**src/rtl/pipe_stage_fifo_if.sv**
```systemverilog
// pipe_stage_fifo_if: upstream/downstream handshake bundle for pipe_stage_fifo.
interface pipe_stage_fifo_if #(
  parameter int WIDTH = 64,
  parameter int DEPTH = 2
);
  localparam int CW = $clog2(DEPTH) + 1;
  logic             flush;
  logic             in_valid;
  logic [WIDTH-1:0] in_bus;
  logic             allow_in;
  logic             out_valid;
  logic [WIDTH-1:0] out_bus;
  logic             out_allow_in;
  logic [CW-1:0]    count;
  logic             has_ex;
  modport slave  (input flush, in_valid, in_bus, out_allow_in,
                  output allow_in, out_valid, out_bus, count, has_ex);
  modport master (output flush, in_valid, in_bus, out_allow_in,
                  input allow_in, out_valid, out_bus, count, has_ex);
endinterface

```
**src/rtl/pipe_stage_fifo.sv**
```systemverilog
// pipe_stage_fifo: circular-buffer pipeline stage with flush and exception-presence flag.
module pipe_stage_fifo #(
  parameter int WIDTH  = 64,
  parameter int DEPTH  = 2,
  parameter int EX_BIT = 0
) (
  input logic             clk,
  input logic             resetn,
  pipe_stage_fifo_if.slave bus
);
  localparam int AW = $clog2(DEPTH);
  localparam int CW = AW + 1;
  logic [WIDTH-1:0] mem_q [DEPTH];
  logic [AW-1:0]    wr_q, rd_q, off;
  logic [CW-1:0]    cnt_q, cnt_d;
  logic             push, pop, has_ex;
  assign bus.allow_in  = (cnt_q < CW'(DEPTH)) || bus.out_allow_in;
  assign bus.out_valid = cnt_q != '0;
  assign bus.out_bus   = mem_q[rd_q];
  assign bus.count     = cnt_q;
  assign bus.has_ex    = has_ex;
  assign push  = bus.in_valid && bus.allow_in && !bus.flush;
  assign pop   = bus.out_valid && bus.out_allow_in && !bus.flush;
  assign cnt_d = cnt_q + CW'(push) - CW'(pop);
  // A slot is live when its distance past the head is below the count.
  always_comb begin
    has_ex = 1'b0;
    off    = '0;
    for (int i = 0; i < DEPTH; i++) begin
      off = AW'(i) - rd_q;
      if (CW'(off) < cnt_q && mem_q[i][EX_BIT]) has_ex = 1'b1;
    end
  end
  always_ff @(posedge clk or negedge resetn) begin
    if (!resetn) begin
      wr_q  <= '0;
      rd_q  <= '0;
      cnt_q <= '0;
      for (int i = 0; i < DEPTH; i++) mem_q[i] <= '0;
    end else if (bus.flush) begin
      wr_q  <= '0;
      rd_q  <= '0;
      cnt_q <= '0;
    end else begin
      if (push) begin
        mem_q[wr_q] <= bus.in_bus;
        wr_q        <= wr_q + 1'b1;
      end
      if (pop) rd_q <= rd_q + 1'b1;
      cnt_q <= cnt_d;
    end
  end
endmodule

```
**src/flat_wrapper.sv**
```systemverilog
// flat-port wrapper written by rule: the top's interface ports become plain ports
module pipe_stage_fifo_flat 
#(
  parameter int WIDTH  = 64,
  parameter int DEPTH  = 2,
  parameter int EX_BIT = 0
)
  (clk, resetn, bus_flush, bus_in_valid, bus_in_bus, bus_out_allow_in, bus_allow_in, bus_out_valid, bus_out_bus, bus_count, bus_has_ex);
  pipe_stage_fifo_if #(.WIDTH(WIDTH), .DEPTH(DEPTH)) bus_i ();
  input logic clk;
  input logic resetn;
  input wire logic [$bits(bus_i.flush)-1:0] bus_flush;
  input wire logic [$bits(bus_i.in_valid)-1:0] bus_in_valid;
  input wire logic [$bits(bus_i.in_bus)-1:0] bus_in_bus;
  input wire logic [$bits(bus_i.out_allow_in)-1:0] bus_out_allow_in;
  output wire logic [$bits(bus_i.allow_in)-1:0] bus_allow_in;
  output wire logic [$bits(bus_i.out_valid)-1:0] bus_out_valid;
  output wire logic [$bits(bus_i.out_bus)-1:0] bus_out_bus;
  output wire logic [$bits(bus_i.count)-1:0] bus_count;
  output wire logic [$bits(bus_i.has_ex)-1:0] bus_has_ex;
  assign bus_i.flush = bus_flush;
  assign bus_i.in_valid = bus_in_valid;
  assign bus_i.in_bus = bus_in_bus;
  assign bus_i.out_allow_in = bus_out_allow_in;
  assign bus_allow_in = bus_i.allow_in;
  assign bus_out_valid = bus_i.out_valid;
  assign bus_out_bus = bus_i.out_bus;
  assign bus_count = bus_i.count;
  assign bus_has_ex = bus_i.has_ex;
  pipe_stage_fifo #(.WIDTH(WIDTH), .DEPTH(DEPTH), .EX_BIT(EX_BIT)) u_core (.clk(clk), .resetn(resetn), .bus(bus_i));
endmodule
```
**config.mk**
```make
export PLATFORM = sky130hd
export DESIGN_NAME = pipe_stage_fifo_flat
export DESIGN_NICKNAME = d
export VERILOG_FILES = /design/src/rtl/pipe_stage_fifo_if.sv /design/src/rtl/pipe_stage_fifo.sv /design/src/flat_wrapper.sv
export SDC_FILE = /design/constraint.sdc
export NUM_CORES = 1
export LEC_CHECK = 0
export ABC_AREA = 1
export CAP_MARGIN = 10
export CORE_UTILIZATION = 54
export DETAILED_ROUTE_END_ITERATION = 12
export PLACE_DENSITY = 0.85
export SYNTH_ARGS = -nofsm -noshare
export SYNTH_HDL_FRONTEND = slang
export SYNTH_SLANG_ARGS = --single-unit
```
**constraint.sdc**
```tcl
create_clock -name clk -period 4.15 [get_ports clk]
set_clock_uncertainty 0.1 [all_clocks]
set_input_delay 0.83 -clock clk [delete_from_list [all_inputs] [get_ports clk]]
set_output_delay 0.83 -clock clk [all_outputs]
set_load 0.02 [all_outputs]
```
==> out/qor.csv <==
stage,metric,value,unit
run_status,outcome,finished clean,
timing,finalHoldViolCount,0,
yosys,synth_cell_types,21,
timing,max_slew_margin,0.3094,
clock_tree,root_buffer,clkbuf_16,
min_path,hp-class,flop to flop,
yosys,ys.flop_type,dfrtp_1,
timing,period_needed,3253,ps
drt,vias_per_cell,5.030,
drt,wl_per_cell,13.69,µm
critical_path,cp-end-kind,primary output,
clock_tree,clk_pin_slew,50,ps
global_route,grt_pass1_wl,24.51,mm
finish,drive_above_1_share,0.05016,
global_route,grt_max_degree,116,
yosys,synth-seq-cells,132,
die,ios,138,
yosys,synth.avg_cell_area,7.747,µm²
placement,dp_cells,1025,
global_route,antenna_found_initial,0,
yosys,synth_cells,789,
finish,n_antenna_cell,0,
placement,gp_congestion,0.7776,
timing,final.setup.tns,0,ps
timing,rsz0062_at_grt,no,
min_path,min_from,u_core.mem_q[80]$_DFFE_PN0P_,
clock_tree,post_cts_buffers,0,
clock_tree,numCtsBuffers,17,
die,coreArea,10940,µm²
placement,place_hpwl,8.496,mm
clock_tree,clk_latency,400,ps
drt,dr_total_vias,5317,
critical_path,cp_data_arrival_time,2320,ps
clock_tree,cts_resized,0,
timing,fmax,307.4,MHz
yosys,syn_nets,860,
power,p_leak,4.291,nW
job,maxCapViolCount,0,
finish,area_delta_synth_final,32.67,%
global_route,grt_overflow,0,
critical_path,crit_fanout,34,
critical_path,critPathLaunchType,flop,
placement,io_buffers,137,
yosys,synth_enable_flop_cells,0,
die,placementRows,38,
power,ir_worst_vdd,0.0002896,V
die,die_x,108.4,µm
drt,dr.pass1.iters,5,
die,die_y,108.4,µm
yosys,synth_common_cells,"nand2_1 (390), dfrtp_1 (132), inv_1 (70)",
yosys,synth.most_common_cell,nand2_1,
timing,tightest_slew,1036,ps
power,p_per_area,602.5,nW/µm²
yosys,synth_top_area_share,0.5404,
critical_path,r2r_start,u_core.wr_q$_DFFE_PN0P_,
drt,first_iter_violations,374,
yosys,yosysWarningCount,0,
clock_tree,cts_num_sinks,132,
critical_path,critPathKind,flop to primary output,
yosys,async_flop_share,1.000,
die,die_area,11750,µm²
critical_path,crit_required,3220,ps
clock_tree,h-tree-depth,4,
global_route,gr-usage-all-layers,0.2694,
die,initial_core_util,0.5589,
clock_tree,hold_buffers,0,
drt,drc_errors,0,
yosys,synth_top_cell_by_area,dfrtp_1,
timing,setup-violations-final,0,
yosys,syn_area,6112,µm²
finish,fin_nets,975,
clock_tree,cts_max_path_buffers,2,
clock_tree,cts_tree,done,
yosys,seq_area_frac_synth,0.5404,
drt,drt_wl_total,14.47,mm
timing,period_share,0.7839,
drt,ant_nets,0,
global_route,first_global_vias,5284,
yosys,yosys-top-cells-area,"dfrtp_1 (54%), nand2_1 (24%), nand3_1 (5.5%)",
finish,fin_cells,1057,
critical_path,crit_start,u_core.rd_q$_DFFE_PN0P_,
timing,slew_violations,0,
==> critical path, cell delays in order (launching register included) <==
cell	delay, ps
dfrtp_2	400
inv_2	440
buf_12	280
nand2_1	80
nand2_1	60
clkdlybuf4s50_1	640
==> final cells by class <==
| class | count | area (µm²) |
|---|---|---|
| Multi-Input combinational cell | 538 | 2246 |
| Sequential cell | 132 | 3304 |
| Timing Repair Buffer | 144 | 1475 |
| Clock inverter | 12 | 205.2 |
| Tap cell | 140 | 175.2 |
| Clock buffer | 20 | 436.7 |
| Inverter | 71 | 266.5 |
| Fill cell | 810 | 2826 |
==> power by group <==
part | leakage (nW) | internal [mW] | switching (mW)
Sequential | 1.61 | 1.63 | 0.191
Clock | 0.304 | 1.07 | 0.551
Combinational | 2.38 | 0.642 | 0.802
Total | 4.29 | 3.34 | 1.54
==> metal layers <==
metal / GRT usage / up-vias / part of all wire
li1: - / 2660 / -
met1: 0.3491 / 2472 / 0.44
met2: 0.4527 / 173 / 0.49
met3: 0.05244 / 12 / 0.063
met4: 0.09459 / 0 / 0.0099
met5: 0 / - / 0
==> state kept, by name, indices dropped and copies added, names as in the netlist <==
signal / count
u_core.mem_q: 128
u_core.bus.count: 2
u_core.wr_q: 1
u_core.rd_q: 1
==> through the flow <==
stage / setup slack (ps) / total power, mW / util / hold slack [ps] / area [µm²]
after floorplan: 2126 / 2.636 / - / 349.4 / 6112
after global placement: 1127 / 3.233 / 0.6828 / 361.8 / 7467
after detailed placement: 1124 / 3.274 / 0.6828 / 365.3 / 7467
after CTS: 860.1 / 4.910 / 0.7415 / 380.8 / 8109
after global routing: 739.8 / 5.170 / 0.7415 / 392.7 / 8109
final: 896.7 / 4.886 / 0.7415 / 376.6 / 8109
==> worst paths after layout <==
check                           slack (ps)  cells past startpoint                            end
worst max-delay path                   900                      5                bus_out_bus[63]
worst min-delay path                   380                      2   u_core.mem_q[80]$_DFFE_PN0P_
worst max register to register        2120                      5   u_core.mem_q[49]$_DFFE_PN0P_
worst min register to register         380                      2   u_core.mem_q[80]$_DFFE_PN0P_
max in group asynchronous             2600                      2    u_core.mem_q[6]$_DFFE_PN0P_
min in group asynchronous              460                      1  u_core.mem_q[109]$_DFFE_PN0P_
==> logic make-up after synthesis <==
kind of cell	synth area share
AOI/OAI and AO/OA	0.05650
buffers and inverters	0.09539
adders and majority gates	0.004094
and+or+nand+nor	0.3036
DFF	0.5404
==> cell usage in the layout (no fill, tap or decap), drive strengths merged <==
cell type	netlist	final
bufinv	0	5
nand4	2	2
clkinvlp	0	2
or2	2	2
inv	71	71
clkinv	0	5
o21ai	65	65
a21oi	1	1
o21a	2	2
buf	40	8
ha	2	2
nand3	67	67
nor2	6	6
clkdlybuf4s50	0	136
clkbuf	8	20
nand2	391	391
dfrtp	132	132
No activity file was read; power rests on OpenSTA's default activity.
